==> src/rtl/branch_predict_unit_pkg.sv <==
// Shared types for the branch predictor: 2-bit direction counter, per-entry
// control bits and the saturating counter helpers.
package bpu_pkg;

  typedef enum logic [1:0] {
    SNT = 2'd0,
    WNT = 2'd1,
    WT  = 2'd2,
    ST  = 2'd3
  } ctr_e;

  // Tag and target live in separate arrays so their widths can follow DataWidth.
  typedef struct packed {
    logic valid;
    logic is_jump;
    ctr_e ctr;
  } btb_entry_t;

  localparam btb_entry_t BtbEntryReset = '{valid: 1'b0, is_jump: 1'b0, ctr: WNT};

  function automatic ctr_e ctr_inc(input ctr_e c);
    return (c == ST) ? ST : ctr_e'(2'(c) + 2'd1);
  endfunction

  function automatic ctr_e ctr_dec(input ctr_e c);
    return (c == SNT) ? SNT : ctr_e'(2'(c) - 2'd1);
  endfunction

endpackage

==> src/rtl/branch_predict_unit_if.sv <==
// Connection between the predictor datapath (master) and the table storage
// (slave): one combinational lookup port and one resolve-update port.
interface bpu_table_if #(
  parameter int unsigned DataWidth = 32,
  parameter int unsigned Entries   = 16
);
  import bpu_pkg::*;

  localparam int unsigned IdxW = $clog2(Entries);
  localparam int unsigned TagW = DataWidth - IdxW - 2;

  logic [IdxW-1:0]      rd_idx;
  logic [TagW-1:0]      rd_tag;
  logic                 rd_hit;
  logic                 rd_is_jump;
  ctr_e                 rd_ctr;
  logic [DataWidth-1:0] rd_target;

  // upd_valid is a one-cycle strobe; no backpressure, the table always accepts.
  logic                 upd_valid;
  logic [IdxW-1:0]      upd_idx;
  logic [TagW-1:0]      upd_tag;
  logic                 upd_taken;
  logic                 upd_is_jump;
  logic [DataWidth-1:0] upd_target;

  modport master (
    output rd_idx, rd_tag, upd_valid, upd_idx, upd_tag, upd_taken, upd_is_jump, upd_target,
    input  rd_hit, rd_is_jump, rd_ctr, rd_target
  );

  modport slave (
    input  rd_idx, rd_tag, upd_valid, upd_idx, upd_tag, upd_taken, upd_is_jump, upd_target,
    output rd_hit, rd_is_jump, rd_ctr, rd_target
  );
endinterface

==> src/rtl/branch_target_table.sv <==
// Direct-mapped BHT/BTB storage: combinational lookup, read-modify-write
// update on the clock edge after a resolve.
module branch_target_table
  import bpu_pkg::*;
#(
  parameter int unsigned DataWidth = 32,
  parameter int unsigned Entries   = 16
) (
  input  logic         clk_i,
  input  logic         rst_ni,
  bpu_table_if.slave   tbl
);

  localparam int unsigned IdxW = $clog2(Entries);
  localparam int unsigned TagW = DataWidth - IdxW - 2;

  btb_entry_t           entry_q  [Entries];
  logic [TagW-1:0]      tag_q    [Entries];
  logic [DataWidth-1:0] target_q [Entries];

  btb_entry_t entry_d;
  logic       upd_hit;

  assign tbl.rd_hit     = entry_q[tbl.rd_idx].valid && (tag_q[tbl.rd_idx] == tbl.rd_tag);
  assign tbl.rd_is_jump = entry_q[tbl.rd_idx].is_jump;
  assign tbl.rd_ctr     = entry_q[tbl.rd_idx].ctr;
  assign tbl.rd_target  = target_q[tbl.rd_idx];

  assign upd_hit = entry_q[tbl.upd_idx].valid && (tag_q[tbl.upd_idx] == tbl.upd_tag);

  always_comb begin
    entry_d = entry_q[tbl.upd_idx];
    if (upd_hit) begin
      entry_d.ctr = tbl.upd_taken ? ctr_inc(entry_q[tbl.upd_idx].ctr)
                                  : ctr_dec(entry_q[tbl.upd_idx].ctr);
      if (tbl.upd_taken) entry_d.is_jump = tbl.upd_is_jump;
    end else if (tbl.upd_taken) begin
      entry_d = '{valid: 1'b1, is_jump: tbl.upd_is_jump, ctr: WT};
    end
  end

  always_ff @(posedge clk_i or negedge rst_ni) begin
    if (!rst_ni) begin
      for (int i = 0; i < int'(Entries); i++) entry_q[i] <= BtbEntryReset;
    end else if (tbl.upd_valid) begin
      entry_q[tbl.upd_idx] <= entry_d;
    end
  end

  // Tag/target need no reset: they are only trusted behind a set valid bit.
  always_ff @(posedge clk_i) begin
    if (tbl.upd_valid && tbl.upd_taken) begin
      tag_q[tbl.upd_idx]    <= tbl.upd_tag;
      target_q[tbl.upd_idx] <= tbl.upd_target;
    end
  end

endmodule

==> src/rtl/branch_predict_unit.sv <==
// Branch prediction unit: fetch-side lookup, execute-side resolve with
// mispredict detection, registered redirect and mispredict statistics.
module branch_predict_unit
  import bpu_pkg::*;
#(
  parameter int unsigned DataWidth = 32,
  parameter int unsigned Entries   = 16,
  parameter int unsigned CntWidth  = 16
) (
  input  logic                 clk_i,
  input  logic                 rst_ni,
  input  logic [DataWidth-1:0] fetch_pc_i,
  output logic                 pred_taken_o,
  output logic [DataWidth-1:0] pred_target_o,
  input  logic                 res_valid_i,
  input  logic                 res_jal_i,
  input  logic                 res_jalr_i,
  input  logic                 res_branch_i,
  input  logic                 res_cond_i,
  input  logic [DataWidth-1:0] res_pc_i,
  input  logic [DataWidth-1:0] res_rs1_data_i,
  input  logic [DataWidth-1:0] res_offset_i,
  input  logic                 res_pred_taken_i,
  input  logic [DataWidth-1:0] res_pred_target_i,
  output logic                 redirect_o,
  output logic [DataWidth-1:0] redirect_pc_o,
  output logic [CntWidth-1:0]  mispredict_cnt_o
);

  localparam int unsigned IdxW = $clog2(Entries);

  bpu_table_if #(.DataWidth(DataWidth), .Entries(Entries)) tbl_if ();

  branch_target_table #(.DataWidth(DataWidth), .Entries(Entries)) u_table (
    .clk_i  (clk_i),
    .rst_ni (rst_ni),
    .tbl    (tbl_if.slave)
  );

  logic                 res_active;
  logic                 res_taken;
  logic [DataWidth-1:0] res_sum;
  logic [DataWidth-1:0] res_target;
  logic                 mispredict;

  logic                 redirect_q,    redirect_d;
  logic [DataWidth-1:0] redirect_pc_q, redirect_pc_d;
  logic [CntWidth-1:0]  cnt_q,         cnt_d;

  // Lookup
  assign tbl_if.rd_idx  = fetch_pc_i[IdxW+1:2];
  assign tbl_if.rd_tag  = fetch_pc_i[DataWidth-1:IdxW+2];
  assign pred_taken_o   = tbl_if.rd_hit && (tbl_if.rd_is_jump || (tbl_if.rd_ctr >= WT));
  assign pred_target_o  = pred_taken_o ? tbl_if.rd_target : fetch_pc_i + DataWidth'(4);

  // Resolve: a valid beat without any type bit is treated as a bubble.
  assign res_active = res_valid_i && (res_jal_i || res_jalr_i || res_branch_i);
  assign res_taken  = res_jal_i || res_jalr_i || (res_branch_i && res_cond_i);
  assign res_sum    = (res_jalr_i ? res_rs1_data_i : res_pc_i) + res_offset_i;
  assign res_target = res_jalr_i ? {res_sum[DataWidth-1:1], 1'b0} : res_sum;

  assign mispredict = res_active &&
                      ((res_taken != res_pred_taken_i) ||
                       (res_taken && (res_target != res_pred_target_i)));

  assign tbl_if.upd_valid   = res_active;
  assign tbl_if.upd_idx     = res_pc_i[IdxW+1:2];
  assign tbl_if.upd_tag     = res_pc_i[DataWidth-1:IdxW+2];
  assign tbl_if.upd_taken   = res_taken;
  assign tbl_if.upd_is_jump = res_jal_i || res_jalr_i;
  assign tbl_if.upd_target  = res_target;

  always_comb begin
    redirect_d    = mispredict;
    redirect_pc_d = redirect_pc_q;
    cnt_d         = cnt_q;
    if (mispredict) begin
      redirect_pc_d = res_taken ? res_target : res_pc_i + DataWidth'(4);
      if (cnt_q != '1) cnt_d = cnt_q + CntWidth'(1);
    end
  end

  always_ff @(posedge clk_i or negedge rst_ni) begin
    if (!rst_ni) begin
      redirect_q    <= 1'b0;
      redirect_pc_q <= '0;
      cnt_q         <= '0;
    end else begin
      redirect_q    <= redirect_d;
      redirect_pc_q <= redirect_pc_d;
      cnt_q         <= cnt_d;
    end
  end

  assign redirect_o       = redirect_q;
  assign redirect_pc_o    = redirect_pc_q;
  assign mispredict_cnt_o = cnt_q;

endmodule

==> config.mk <==
export PLATFORM = sky130hd
export DESIGN_NAME = branch_predict_unit
export DESIGN_NICKNAME = d
export VERILOG_FILES = /design/src/rtl/branch_predict_unit_pkg.sv /design/src/rtl/branch_predict_unit_if.sv /design/src/rtl/branch_target_table.sv /design/src/rtl/branch_predict_unit.sv
export SDC_FILE = /design/constraint.sdc
export NUM_CORES = 2
export LEC_CHECK = 0
export ABC_AREA = 1
export CORE_MARGIN = 2
export CORE_UTILIZATION = 35
export CTS_CLUSTER_DIAMETER = 60
export CTS_CLUSTER_SIZE = 30
export DETAILED_ROUTE_END_ITERATION = 16
export GPL_ROUTABILITY_DRIVEN = 0
export PLACE_DENSITY = 0.57
export SYNTH_ARGS = -nofsm -noshare
export SYNTH_HDL_FRONTEND = slang
export SYNTH_HIERARCHICAL = 1
export SYNTH_SLANG_ARGS = --single-unit
==> constraint.sdc <==
create_clock -name clk_i -period 4.1 [get_ports clk_i]
set_input_delay 0.615 -clock clk_i [delete_from_list [all_inputs] [get_ports clk_i]]
set_output_delay 0.615 -clock clk_i [all_outputs]
set_load 0.01 [all_outputs]
# Yosys cells after proc, flatten, opt, wreduce, memory -nomap -nowiden
# Memory sizes are Yosys's and may differ from the RTL's.
# Index checks and enable logic that the tools add are counted.
# Widths: inputs -> output; s select.
[totals]
reg_bits = 113
elab_cells = 109
in_bits = 168
memories = 2
mem_bits_rw = 928
[mem_list]
columns = ["name", "words", "word_bits", "read_ports", "rd_clocked_by_memory_dff", "wr", "line_no", "rtl"]
rows = [
  ["u_table.target_q", 16, 32, 1, 0, 1, "branch_target_table.sv:19", "logic [DataWidth-1:0] target_q [Entries];"],
  ["u_table.tag_q", 16, 26, 2, 0, 1, "branch_target_table.sv:18", "logic [TagW-1:0] tag_q [Entries];"],
]
[op_classes]
n_reduce_logical = 16
magnitude_cmp = 4
muxes = 22
n_eq_ne = 6
bitwise = 2
n_addsub = 6
[ops]
columns = ["op", "n"]
rows = [
  ["$mux 32", 3],
  ["$add 32x3->32 const B", 2],
  ["$bwmux 64", 1],
  ["$eq 26x26->1", 2],
  ["$add 32x32->32", 1],
  ["$bmux 4 s4", 2],
  ["$ne 32x32->1", 1],
  ["$mux 4", 6],
  ["$add 16x1->16 const B", 1],
  ["$demux 4 s4", 1],
  ["$ne 16x16->1 const B", 1],
  ["$ge 5x5->1 const B", 2],
  ["$not 4->5", 2],
  ["$logic_and 1x1->1", 9],
  ["$mux 2", 3],
  ["$logic_or 1x1->1", 5],
  ["$lt 5x1->1 const B", 1],
  ["$mux 1", 5],
  ["$mux 3", 1],
  ["$add 2x1->2 const B", 1],
  ["$eq 2x2->1 const B", 1],
  ["$ge 2x2->1 const B", 1],
  ["$logic_not 2->1", 1],
  ["$reduce_and 2->1", 1],
  ["2 further kinds", 2],
]

# Depth between registers and ports, before layout
[depth]
depth_word = 9
ltp_mapped = 27

# Modules after synthesis
# The synthesis kept the hierarchy.
[modules_own_cells]
columns = ["mod", "instances", "area_per_inst_um2", "cells_per_inst"]
rows = [
  ["branch_target_table", 1, 44786.7, 4358],
  ["branch_predict_unit", 1, 7627.3, 1396],
]

# Worst setup path before layout
# Ideal clock, no wire load.
[synth_timing]
kind = "in2reg"
from = "in res_cond_i"
to = "mem u_table/tag_q[12][0] in the netlist's numbering (enable)"
path_slack_ns = -0.586
t_arrival_ns = 4.212
path_stages = 7
t_required_ns = 3.626
path_cell_list = "inv_1 > o21ai_1 > clkbuf_1 > inv_1 > clkbuf_1 > clkbuf_1 > nor2_1"
[synth_via]
elab_chain_cells = 5
[synth_rtl]
columns = ["element", "line_no", "rtl"]
rows = [
  ["from (decl)", "branch_predict_unit.sv:19", "input logic res_cond_i,"],
  ["$logic_and 1x1->1", "branch_predict_unit.sv:58", "assign res_taken = res_jal_i || res_jalr_i || (res_branch_i && res_cond_i);"],
  ["$logic_or 1x1->1", "branch_predict_unit.sv:58", ""],
  ["net res_taken", "branch_predict_unit.sv:41", "logic res_taken;"],
  ["$logic_and 1x1->1", "branch_target_table.sv:52", "if (tbl.upd_valid && tbl.upd_taken) begin"],
  ["$mux 1", "branch_target_table.sv:52", ""],
  ["$mux 1 (not written as such)", "branch_target_table.sv:53", "tag_q[tbl.upd_idx] <= tbl.upd_tag;"],
  ["to (decl)", "branch_target_table.sv:18", ""],
]
# The timed path passes the listed nets, and every way through them passes these cells.

# Worst setup path after layout
[layout_timing]
from = "in fetch_pc_i[2]"
to = "out pred_target_o[13]"
[layout_lines]
columns = ["element", "line_no", "rtl"]
rows = [
  ["from (decl)", "branch_predict_unit.sv:12", "input logic [DataWidth-1:0] fetch_pc_i,"],
  ["branches (longest 4 deep; another with $mem_v2 16x26)", "n/a", ""],
  ["$logic_and 1x1->1 (*)", "branch_target_table.sv:24", "assign tbl.rd_hit = entry_q[tbl.rd_idx].valid && (tag_q[tbl.rd_idx] == tbl.rd_tag);"],
  ["net tbl_if.rd_hit", "branch_predict_unit_if.sv:14", "logic rd_hit;"],
  ["$logic_and 1x1->1 (*)", "branch_predict_unit.sv:53", "assign pred_taken_o = tbl_if.rd_hit && (tbl_if.rd_is_jump || (tbl_if.rd_ctr >= WT));"],
  ["$mux 32 (*)", "branch_predict_unit.sv:54", "assign pred_target_o = pred_taken_o ? tbl_if.rd_target : fetch_pc_i + DataWidth'(4);"],
  ["to (decl)", "branch_predict_unit.sv:14", "output logic [DataWidth-1:0] pred_target_o,"],
]
# Mark *: on every way through the listed nets, which the timed path passes. The select of a mux whose other input is x is not followed.

==> summary.md <==
| Metric | Value |
|---|---|
| Final Setup Violations | `0` |
| Max Clk Rate | `247 MHz` |
| Worst-Skew Late Latency | `between 700 and 800 ps` |
| Worst Skew | `between 40 and 50 ps` |
| Top Family by Delay on Critical Path | `buffers and inverters` |
| HPWL Detailed | `~130,000 um` |
| # rows | `141` |
| CTS buffer count | `between 90 and 100` |
| Starting Density | `35.3%` |
| Final hold slack | `319 ps` |
| DRC viols | `0` |
| Clk slew on worst S/H paths | `60 ps` |
| Die X | `between 300 and 400 um` |
| Leakage power | `between 0.02 and 0.03 uW` |
| Initial antenna violation count | `6` |
| Slew headroom | `44.3%` |
| Yosys Warn Count | `6` |
| PortBufs | `249` |
| NumNets Final | `about 6.4k` |
| Vias | `around 45k` |
| CP Launch Type | `input pin` |
| CP required | `3480 ps` |
| CTS max path bufs | `3` |
| Critical-path top delay cell | `o21a_2` |
| Tightest Hold Check Type | `in -> reg` |
| Pins Over Slew Limit | `0` |
| Post-Syn Area per Cell | `~9.1 um^2` |
| Hold Vio Cnt, Final | `0` |
| Router iterations before antenna repair | `8` |
| Via density | `5.47` |
| Worst-margin pin slew | `835 ps` |
| Pin count of the biggest net entering global routing | `105` |
| Synth Instances | `around 5.7k` |
| CP bufs+invs | `8` |
| Synthesized area | `52,300 um^2` |
| P&R area growth vs syn | `22.1%` |
| Fillers | `14.1k` |
| Drt initial violations | `about 5.7k` |
| Routed length per instance | `23.7 um` |
| Crit-path cells | `buf_16 > clkinv_16 > buf_12 > buf_4 > a21oi_1 > o21ai_0 > nand3_1 > o21ai_0 > o21a_2 > o21ai_0 > nor2_1 > nand2_1 > nor2_1 > nand2_1 > nor2_2 > o21ai_4 > clkinv_4 > buf_6 > clkbuf_16 > o31ai_4 > buf_2` |
| Cell Area, Placed | `60,300 um^2` |
| Layout cells sized above 1 | `a little under an eighth` |
| Core Region | `around 150,000 um^2` |
| Syn nets | `5,934` |
| Final Cycle Share | `98.8%` |
| Gr usage total | `24.9%` |
| RSZ-0062 raised after global routing | `yes` |
| Clk sinks | `1,041` |
| Die Y | `391 um` |
| CTS Root Cell | `clkbuf_16` |
| Antenna-violating nets left | `0` |
| Crit. End Element | `output pin` |
| Max VDD drop | `~0.39 mV` |
| Outcome | `completed` |
| Grt ovf | `0` |
| Boundary Pins | `250` |
| Die Footprint | `153,000 um^2` |
| Worst path arrival time | `3440 ps` |
| Worst-path fanout max | `14` |
| Finished Cell Area | `roughly 64,000 um^2` |
| H-Tree Depth | `3` |
| CTS tree | `yes` |
| CP most frequent cell | `o21ai_0` |
| Max-Cap Viols | `0` |
| DRT Wirelength | `a little under 200,000 um` |
| Worst path max stage delay | `260 ps` |
| First-pass GRT wire length | `281,000 um` |
| Critical path start-end classification | `in -> out` |
| Final min period | `4050 ps` |
| Vias in the first global route | `41.9k` |
| Power Dens Cells | `412 nW/um^2` |
==> layout make-up <==
type	instances	area (um^2)	area share [%]
flip-flops and latches	1041	30700	48.1
multi-input cells	3937	18900	29.5
repair inverters	2	22.5	0.0353
clock inverters	78	832	1.30
inverters	431	1660	2.60
diodes	1	2.50	0.00392
well taps	1930	2410	3.78
repair buffers	688	6880	10.8
clock buffers	100	2460	3.85
==> path summary, 6_finish.rpt <==
| kind | startpoint | slack (ps) | endpoint | cells after the start |
|---|---|---|---|---|
| max in group asynchronous | rst_ni | 2630 | u_table/entry_q[40]$_DFFE_PN1P_ | 3 |
| setup / recovery | fetch_pc_i[2] | 50 | pred_target_o[13] | 21 |
| setup reg to reg | u_table/tag_q[11][10]$_DFFE_PP_ | 1560 | u_table/entry_q[52]$_DFFE_PN1P_ | 18 |
| hold / removal | res_pc_i[2] | 320 | redirect_pc_o[2]$_DFFE_PN0P_ | 4 |
| min in group asynchronous | rst_ni | 510 | u_table/entry_q[1]$_DFFE_PN0P_ | 2 |
| hold reg to reg | u_table/entry_q[44]$_DFFE_PN1P_ | 470 | u_table/entry_q[44]$_DFFE_PN1P_ | 2 |
==> registers in the layout, summed over array words and instances, names as in the netlist <==
signal,cells
u_table/entry_q,64
redirect_pc_o,32
mispredict_cnt_o,16
u_table/target_q,512
redirect_o,1
u_table/tag_q,416
==> routing by layer <==
| layer | GRT usage [%] | vias to the layer above | wire [um] |
|---|---|---|---|
| met5 | 0 | - | 13 |
| li1 | - | 20600 | - |
| met3 | 4.80 | 346 | 19600 |
| met2 | 38.0 | 2343 | 85500 |
| met1 | 35.3 | 21700 | 82700 |
| met4 | 8.30 | 2 | 6560 |
==> repair_timing <==
item	in CTS	in global routing
buffers inserted	2	4
resized for setup	78	127
hold buffers	1	0
hold endpoints to repair	43	0
setup endpoints to repair	33	33
pin swaps	1	10
gates cloned	1	5
==> worst register-to-register path, stage by stage (launching register included) <==
cell and delay (ps):
edfxtp_1 360, inv_1 90, nor2_1 50, a21oi_1 150, nand2_1 80, nand2_1 80, nand2_1 70, nor2_1 90
nand2_1 60, nand2_1 100, nand2_1 150, nor2_1 220, nand2_1 170, nor2_2 270, nand2_1 120, nand2_2 100
buf_12 150, nand3_1 90, nand2_1 70
==> layout by cell type, fill, tap and decap left out, types with 12 or more instances in the layout <==
cell type	count
buf_6	15
dfrtp_1	97
clkdlybuf4s50_1	208
nor2_1	544
xnor2_1	20
o21bai_1	14
inv_6	15
clkinv_4	15
o221ai_1	111
inv_1	413
edfxtp_1	928
a22oi_1	12
nand4_1	36
ha_1	34
a21oi_1	122
clkbuf_16	101
o21ai_0	594
nand2_1	1695
nor2_4	19
nand3_1	269
o21ai_1	107
nor3_1	34
buf_12	82
nand2_2	13
o22ai_1	62
o211ai_1	113
xor2_1	59
clkbuf_2	21
buf_4	337
dfstp_2	16
==> where the power goes <==
group          leakage [uW]  internal, uW  switching, uW
Sequential          0.00966         12200            233
Clock               0.00158          4880           4570
Combinational        0.0142          1540           2860
Total                0.0254         18600           7670
==> through the flow <==
step | TNS (ps) | setup slack [ps] | std cells | total power (uW) | util, %
after floorplan | -469890 | -586 | 5731 | 14800 | -
after global placement | -27340 | -608 | 8017 | 16900 | 40.7
after detailed placement | -26810 | -617 | 8017 | 17000 | 40.7
after CTS | -40.3 | -39.8 | 8199 | 26300 | 43.0
after global routing | -226 | -44.9 | 8207 | 27200 | 43.1
final | 0 | 47.2 | 8208 | 26300 | 43.1
Power figures use the tool's default switching activity.
